[config.mk]
export PLATFORM = sky130hd
export DESIGN_NAME = counter_load_serializer
export DESIGN_NICKNAME = d
export VERILOG_FILES = /design/src/rtl/counter_pkg.sv /design/src/rtl/counter_load_serializer_sclk_tick_gen.sv /design/src/rtl/counter_load_serializer.sv
export SDC_FILE = /design/constraint.sdc
export NUM_CORES = 1
export LEC_CHECK = 0
export CORE_UTILIZATION = 55
export CTS_BUF_LIST = sky130_fd_sc_hd__clkbuf_4
export DETAILED_ROUTE_END_ITERATION = 6
export HOLD_SLACK_MARGIN = 0.03
export PLACE_DENSITY_LB_ADDON = 0.12
export REMOVE_ABC_BUFFERS = 1
export SLEW_MARGIN = 15
export SYNTH_ARGS = -nofsm -noshare
export SYNTH_HDL_FRONTEND = slang
export SYNTH_HIERARCHICAL = 1
export SYNTH_SLANG_ARGS = --single-unit
[constraint.sdc]
create_clock -name clk -period 5.4 [get_ports clk]
set_input_delay 1.35 -clock clk [delete_from_list [all_inputs] [get_ports clk]]
set_output_delay 1.35 -clock clk [all_outputs]
set_load 0.1 [all_outputs]
[src/rtl/counter_pkg.sv]
// Shared state encoding and counter sizing helpers for the counter preload serializer.
package counter_pkg;

    typedef enum logic [1:0] {
        IDLE     = 2'd0,
        SHIFT_LO = 2'd1,
        SHIFT_HI = 2'd2,
        LOAD     = 2'd3
    } state_e;

    localparam int COUNT_W       = 8;
    localparam int DEF_CLK_DIV   = 2;
    localparam int DEF_LOAD_HOLD = 1;

    // Bits needed to represent every value in 0..n.
    function automatic int cnt_w(input int n);
        return $clog2(n + 32'sd1);
    endfunction

    localparam int HALF_CNT_W = cnt_w(DEF_CLK_DIV);
    localparam int LOAD_CNT_W = cnt_w(DEF_LOAD_HOLD);

endpackage

[src/rtl/counter_load_serializer_sclk_tick_gen.sv]
// Reloadable down-counter: tick is high once N cycles have elapsed since the last reload.
module sclk_tick_gen
    import counter_pkg::*;
#(
    parameter int N     = DEF_CLK_DIV,
    parameter int CNT_W = HALF_CNT_W
) (
    input  logic clk,
    input  logic rst,
    input  logic reload,
    output logic tick
);

    logic [CNT_W-1:0] cnt_r;

    // Count down from N-1 after each reload and park at zero.
    always_ff @(posedge clk) begin
        if (rst) begin
            cnt_r <= '0;
        end else if (reload) begin
            cnt_r <= CNT_W'(N - 1);
        end else if (cnt_r != '0) begin
            cnt_r <= cnt_r - CNT_W'(1'b1);
        end else begin
            cnt_r <= cnt_r;
        end
    end

    assign tick = (cnt_r == '0);

endmodule

[src/rtl/counter_load_serializer.sv]
// Serializes a parallel preload value MSB-first onto sdi/sclk, then strobes load so the
// downstream counter commits it.
module counter_load_serializer
    import counter_pkg::*;
#(
    parameter int WIDTH     = COUNT_W,
    parameter int CLK_DIV   = DEF_CLK_DIV,
    parameter int LOAD_HOLD = DEF_LOAD_HOLD
) (
    input  logic             clk,
    input  logic             rst,
    input  logic [WIDTH-1:0] in_data,
    input  logic             in_valid,
    output logic             in_ready,
    output logic             sdi_o,
    output logic             sclk_o,
    output logic             load_o,
    output logic             busy,
    output logic             done
);

    localparam int IDX_W         = cnt_w(WIDTH);
    localparam int HALF_CNT_W_L  = cnt_w(CLK_DIV);
    localparam int LOAD_CNT_W_L  = cnt_w(LOAD_HOLD);

    generate
        if (WIDTH < 1) begin : g_bad_width
            $error("counter_load_serializer: WIDTH must be >= 1");
        end
        if (CLK_DIV < 1) begin : g_bad_clk_div
            $error("counter_load_serializer: CLK_DIV must be >= 1");
        end
        if (LOAD_HOLD < 1) begin : g_bad_load_hold
            $error("counter_load_serializer: LOAD_HOLD must be >= 1");
        end
    endgenerate

    state_e             state_r;
    state_e             state_nx_s;
    logic [WIDTH-1:0]   shreg_r;
    logic [WIDTH-1:0]   shreg_nx_s;
    logic [IDX_W-1:0]   idx_r;
    logic [IDX_W-1:0]   idx_nx_s;
    logic               done_nx_s;
    logic               half_tick_s;
    logic               load_tick_s;
    logic               half_reload_s;
    logic               load_reload_s;

    // Timers restart whenever their state is entered, including SHIFT_HI -> SHIFT_LO.
    assign half_reload_s = (state_nx_s != state_r) &&
                           ((state_nx_s == SHIFT_LO) || (state_nx_s == SHIFT_HI));
    assign load_reload_s = (state_nx_s != state_r) && (state_nx_s == LOAD);

    sclk_tick_gen #(
        .N     (CLK_DIV),
        .CNT_W (HALF_CNT_W_L)
    ) u_half_tick (
        .clk    (clk),
        .rst    (rst),
        .reload (half_reload_s),
        .tick   (half_tick_s)
    );

    sclk_tick_gen #(
        .N     (LOAD_HOLD),
        .CNT_W (LOAD_CNT_W_L)
    ) u_load_tick (
        .clk    (clk),
        .rst    (rst),
        .reload (load_reload_s),
        .tick   (load_tick_s)
    );

    // Next-state, shift-register and index update.
    always_comb begin
        state_nx_s = state_r;
        shreg_nx_s = shreg_r;
        idx_nx_s   = idx_r;
        done_nx_s  = 1'b0;
        case (state_r)
            IDLE: begin
                if (in_valid && in_ready) begin
                    state_nx_s = SHIFT_LO;
                    shreg_nx_s = in_data;
                    idx_nx_s   = IDX_W'(WIDTH - 1);
                end else begin
                    state_nx_s = IDLE;
                end
            end
            SHIFT_LO: begin
                if (half_tick_s) begin
                    state_nx_s = SHIFT_HI;
                end else begin
                    state_nx_s = SHIFT_LO;
                end
            end
            SHIFT_HI: begin
                if (half_tick_s && (idx_r != '0)) begin
                    state_nx_s = SHIFT_LO;
                    idx_nx_s   = idx_r - IDX_W'(1'b1);
                    shreg_nx_s = shreg_r << 1'b1;
                end else if (half_tick_s) begin
                    state_nx_s = LOAD;
                end else begin
                    state_nx_s = SHIFT_HI;
                end
            end
            LOAD: begin
                if (load_tick_s) begin
                    state_nx_s = IDLE;
                    done_nx_s  = 1'b1;
                end else begin
                    state_nx_s = LOAD;
                end
            end
            default: begin
                state_nx_s = IDLE;
            end
        endcase
    end

    // State, datapath and outputs; outputs are decoded from the next state so they are registered.
    always_ff @(posedge clk) begin
        if (rst) begin
            state_r  <= IDLE;
            shreg_r  <= '0;
            idx_r    <= '0;
            in_ready <= 1'b1;
            sdi_o    <= 1'b0;
            sclk_o   <= 1'b0;
            load_o   <= 1'b0;
            busy     <= 1'b0;
            done     <= 1'b0;
        end else begin
            state_r  <= state_nx_s;
            shreg_r  <= shreg_nx_s;
            idx_r    <= idx_nx_s;
            in_ready <= (state_nx_s == IDLE);
            busy     <= (state_nx_s != IDLE);
            sclk_o   <= (state_nx_s == SHIFT_HI);
            load_o   <= (state_nx_s == LOAD);
            done     <= done_nx_s;
            // The MSB only moves on SHIFT_HI -> SHIFT_LO, i.e. on the sclk falling edge.
            sdi_o    <= ((state_nx_s == SHIFT_LO) || (state_nx_s == SHIFT_HI)) ?
                        shreg_nx_s[WIDTH-1] : 1'b0;
        end
    end

endmodule

# Word-level counts from Yosys, hierarchy flattened
# Cells that the tools add are included.
# op_classes
add_sub_neg	3
mul	0
n_div	0
n_lt_le_gt_ge	0
n_eq_ne	9
n_shift	0
n_mux	15
n_bitwise	3
reduce_logical	18
# ops
op	count
8-bit two-way mux	2
8-bit one-hot mux with 2 select lines	1
2-bit equality test (second input constant)	4
4-bit two-way mux	2
2-bit one-hot mux with 4 select lines	1
4-bit one-hot mux with 2 select lines	1
2-bit nonzero test	4
2-bit zero test	3
2-bit two-way mux	3
2-bit OR reduction	3
1-bit two-way mux	5
2-bit by 1-bit equality test with 1-bit output (second input constant)	2
1-bit logical AND	4
2-bit inequality test (second input constant)	2
4-bit nonzero test	1
4-bit by 1-bit subtractor with 4-bit output (second input constant)	1
1-bit NOT	3
3-bit AND reduction	1
3-bit OR reduction	1
2-bit inequality test	1
2-bit by 1-bit subtractor with 2-bit output (second input constant)	1
1-bit logical OR	1
1-bit subtractor (second input constant)	1
# totals
ff_bits	23
latchBits	0
mem_bits_rw	0
rom_bits	0
input_bits	11
out_inout_bits	6
word_cells	61
mem_count	0

# Longest topological paths before layout
# depth
ltp_word	8
ltp_mapped	10

# By module
# The synthesis kept the hierarchy.
# modules_own_cells
module	n_inst	cells_per_inst	area_per_inst_um2	seq_area_each_um2
counter_load_serializer	1	110	1013.5	400.4
sclk_tick_gen (u_half_tick)	1	11	111.4	40.0
sclk_tick_gen (u_load_tick)	1	3	27.5	20.0

# Least setup slack after synthesis
# Ideal clock, no wire load.
# synth_timing
path_kind	input-to-reg
start	in in_valid
end	reg u_half_tick.cnt_r[1]
setup_ps	103
t_arrival_ps	2721
required_time_ps	5297
slack_ps	2575
stages	7
cell_sequence	and3b_1 -> a211oi_1 -> or2_2 -> ha_1 -> inv_1 -> nor3b_1 -> a2111oi_2
# synth_between
elab_chain_len	7
elab_cells_between_ends	9
# synth_lines
element	line_no	rtl
start: declaration	counter_load_serializer.sv:13	input logic in_valid,
1-bit logical AND *	counter_load_serializer.sv:83	if (in_valid && in_ready) begin
1-bit two-way mux *	counter_load_serializer.sv:83	
2-bit one-hot mux with 4 select lines *	counter_load_serializer.sv:81	case (state_r)
2-bit by 1-bit equality test with 1-bit output or 2-bit equality test (tied branches)	counter_load_serializer.sv:52	((state_nx_s == SHIFT_LO) || (state_nx_s == SHIFT_HI));
1-bit logical OR	counter_load_serializer.sv:52	
1-bit logical AND *	counter_load_serializer.sv:51	assign half_reload_s = (state_nx_s != state_r) &&
via half_reload_s	counter_load_serializer.sv:47	logic half_reload_s;
2-bit OR reduction (no source line) *	-	
end signal: assignment	counter_load_serializer_sclk_tick_gen.sv:21	cnt_r <= CNT_W'(N - 1);
end signal: assignment	counter_load_serializer_sclk_tick_gen.sv:23	cnt_r <= cnt_r - CNT_W'(1'b1);
end signal: assignment	counter_load_serializer_sclk_tick_gen.sv:25	cnt_r <= cnt_r;
end: declaration	counter_load_serializer_sclk_tick_gen.sv:14	logic [CNT_W-1:0] cnt_r;
# The timed path passes the listed nets; every way through them passes the cells marked *.
# A chain may end at the register's enable or synchronous reset.

# Worst setup path in the final report
# layout_timing
start	reg in_ready
end	out in_ready
# layout_lines
element	line_no	rtl
start: declaration	counter_load_serializer.sv:14	output logic in_ready,
start signal: assignment	counter_load_serializer.sv:139	in_ready <= (state_nx_s == IDLE);
# No word-level cell between the ends.

==> impl_metrics.toml <==
[cells_and_area]
multi_input_area_um2 = 563.0
diodes = 0
final_cell_area_um2 = 1300
fillers = 191
final_common_cell = "dfxtp_1"
final_core_util_pct = 66.26
final_nets = 153
stdcell_count = 162
syn_to_final_growth_pct = 13.68
drive_above_1_share_pct = 8.148
regArea_um2 = 460.4
final_cell_mix = "23 x dfxtp_1, 16 x clkdlybuf4s50_1, 10 x inv_1"

[routing]
vias_per_cell = 5.685
wl_per_cell_um = 13.41
wl_mm = 2.172
drc = 0
postRouteAntennaNets = 0
drt-initial-drc-count = 14
vias = 921
dr.pass1.iters = 4

[place]
io_buffers = 16
dp_hpwl_mm = 1.461
place_inst = 158
post-place-ws_ps = 2050
placed_area_um2 = 1270
gp_congestion = 0.7270

[timing]
setup_ws_ps = 2224
final-setup-viol-count = 0
holdWs_ps = 495.8
period_share_pct = 58.82
final-hold-violation-count = 0
finClkSkew_ps = 4.795
max_freq_mhz = 314.8
relSlewSlack_pct = 33.91
setup_total_negative_slack_ps = 0
worst_slew_pin_slew_ps = 988.3
rsz0062_at_grt = "false"
drv_slew = 0
min_period_ps = 3176

[critical_path]
crit_arrival_ps = 1830
worst-path-buf-inv = 1
crit_slowest_cell = "clkdlybuf4s50_1"
required_ps = 4050
cp_cell_sequence = "clkdlybuf4s50_1"
endpoint_kind = "output port"
cp_top_family = "buffers and inverters"
cpPeakStageDelay_ps = 1140
start_kind = "flip-flop"
worstSetupPathType = "reg -> out"
cp_max_fo = 4

[floorplanning]
start_util_pct = 58.29
die_area_um2 = 2266
dieWidth_um = 47.60
io_pins = 17
die_y_um = 47.60
num_rows = 16
fp.coreArea_um2 = 1962

[clock_network]
htreeDepth = 1
postCtsHoldBufs = 0
path_clk_slew_ps = 120
cts_sinks = 23
cts-resized-gates = 0
cts_tree = "built"
post_cts_buffers = 0
root_buffer = "clkbuf_4"
cts.path.max_buffers = 2
clock_latency_ps = 310
numCtsBuffers = 3

[power]
switchingPower_uw = 358.8
p_int_uw = 389.6
p_leak_nw = 0.4859
pwr-share-clk_pct = 11.1
power.total_uw = 748.4
combPwrFrac_pct = 55.4
vdd_drop_max_v = 0.0003980
pwr-share-seq_pct = 33.5
p_per_area_nw_per_um2 = 575.7
p_sw_share_pct = 47.94

[global_route]
grt_antenna_before_repair = 0
overflow = 0
grt_pass1_wl_mm = 3.387
track_usage_pct = 21.59
grt_max_degree = 22
grt_pass1_vias = 790

[yosys]
synth.avg_cell_area_um2 = 9.298
syn_inst = 123
ys_warn_count = 6
syn-cell-area_um2 = 1144

[job]
drv_cap = 0

[min_path]
hold_class = "reg -> reg"

[outcome]
status = "finished, final reports clean"
## worst reg2reg max path: cells and delay by family, from the launching register on
family | cells | cell delay, ps
fa+ha+maj | 2 | 780
compound gates | 2 | 680
mux | 1 | 390
flops | 1 | 310
buf+inv | 2 | 180
simple gates | 1 | 70
## area by class of cell
| class | instances | area share (%) |
|---|---|---|
| Timing Repair Buffer | 18 | 13.47 |
| Multi-Input combinational cell | 80 | 43.31 |
| Tap cell | 27 | 2.599 |
| Clock buffer | 4 | 2.310 |
| Inverter | 10 | 2.887 |
| Sequential cell | 23 | 35.42 |
## final timing paths
path | startpoint | endpoint | slack, ps | cells past startpoint
max reg2reg | u_half_tick/cnt_r[1] | u_half_tick/cnt_r[1] | 2900 | 8
min | shreg_r[0] | shreg_r[0] | 500 | 2
max | in_ready | in_ready | 2220 | 1
min reg2reg | shreg_r[0] | shreg_r[0] | 500 | 2
## sequential cells by signal, indices dropped and copies added (netlist names)
name and cells:
shreg_r 8, idx_r 4, state_r 2, u_half_tick/cnt_r 2, busy 1, done 1
in_ready 1, load_o 1, sclk_o 1, sdi_o 1, u_load_tick/cnt_r 1
## metal layers
layer | up-vias | GRT usage (%) | routed length (um)
met1 | 426 | 26.33 | 1028
met2 | 21 | 37.26 | 1021
met4 | 0 | 10.00 | 44
met3 | 5 | 3.396 | 77
li1 | 469 | - | -
met5 | - | 0 | 0
## power by group through the flow
stage | clock [mW] | combinational [mW] | sequential (mW)
5_1_grt | 0.0920 | 0.456 | 0.257
6_report | 0.0832 | 0.415 | 0.251
3_3_place_gp | 0 | 0.402 | 0.251
2_1_floorplan | 0 | 0.216 | 0.337
3_5_place_dp | 0 | 0.408 | 0.253
4_1_cts | 0.0847 | 0.413 | 0.250
(Power assumes the default switching activity.)
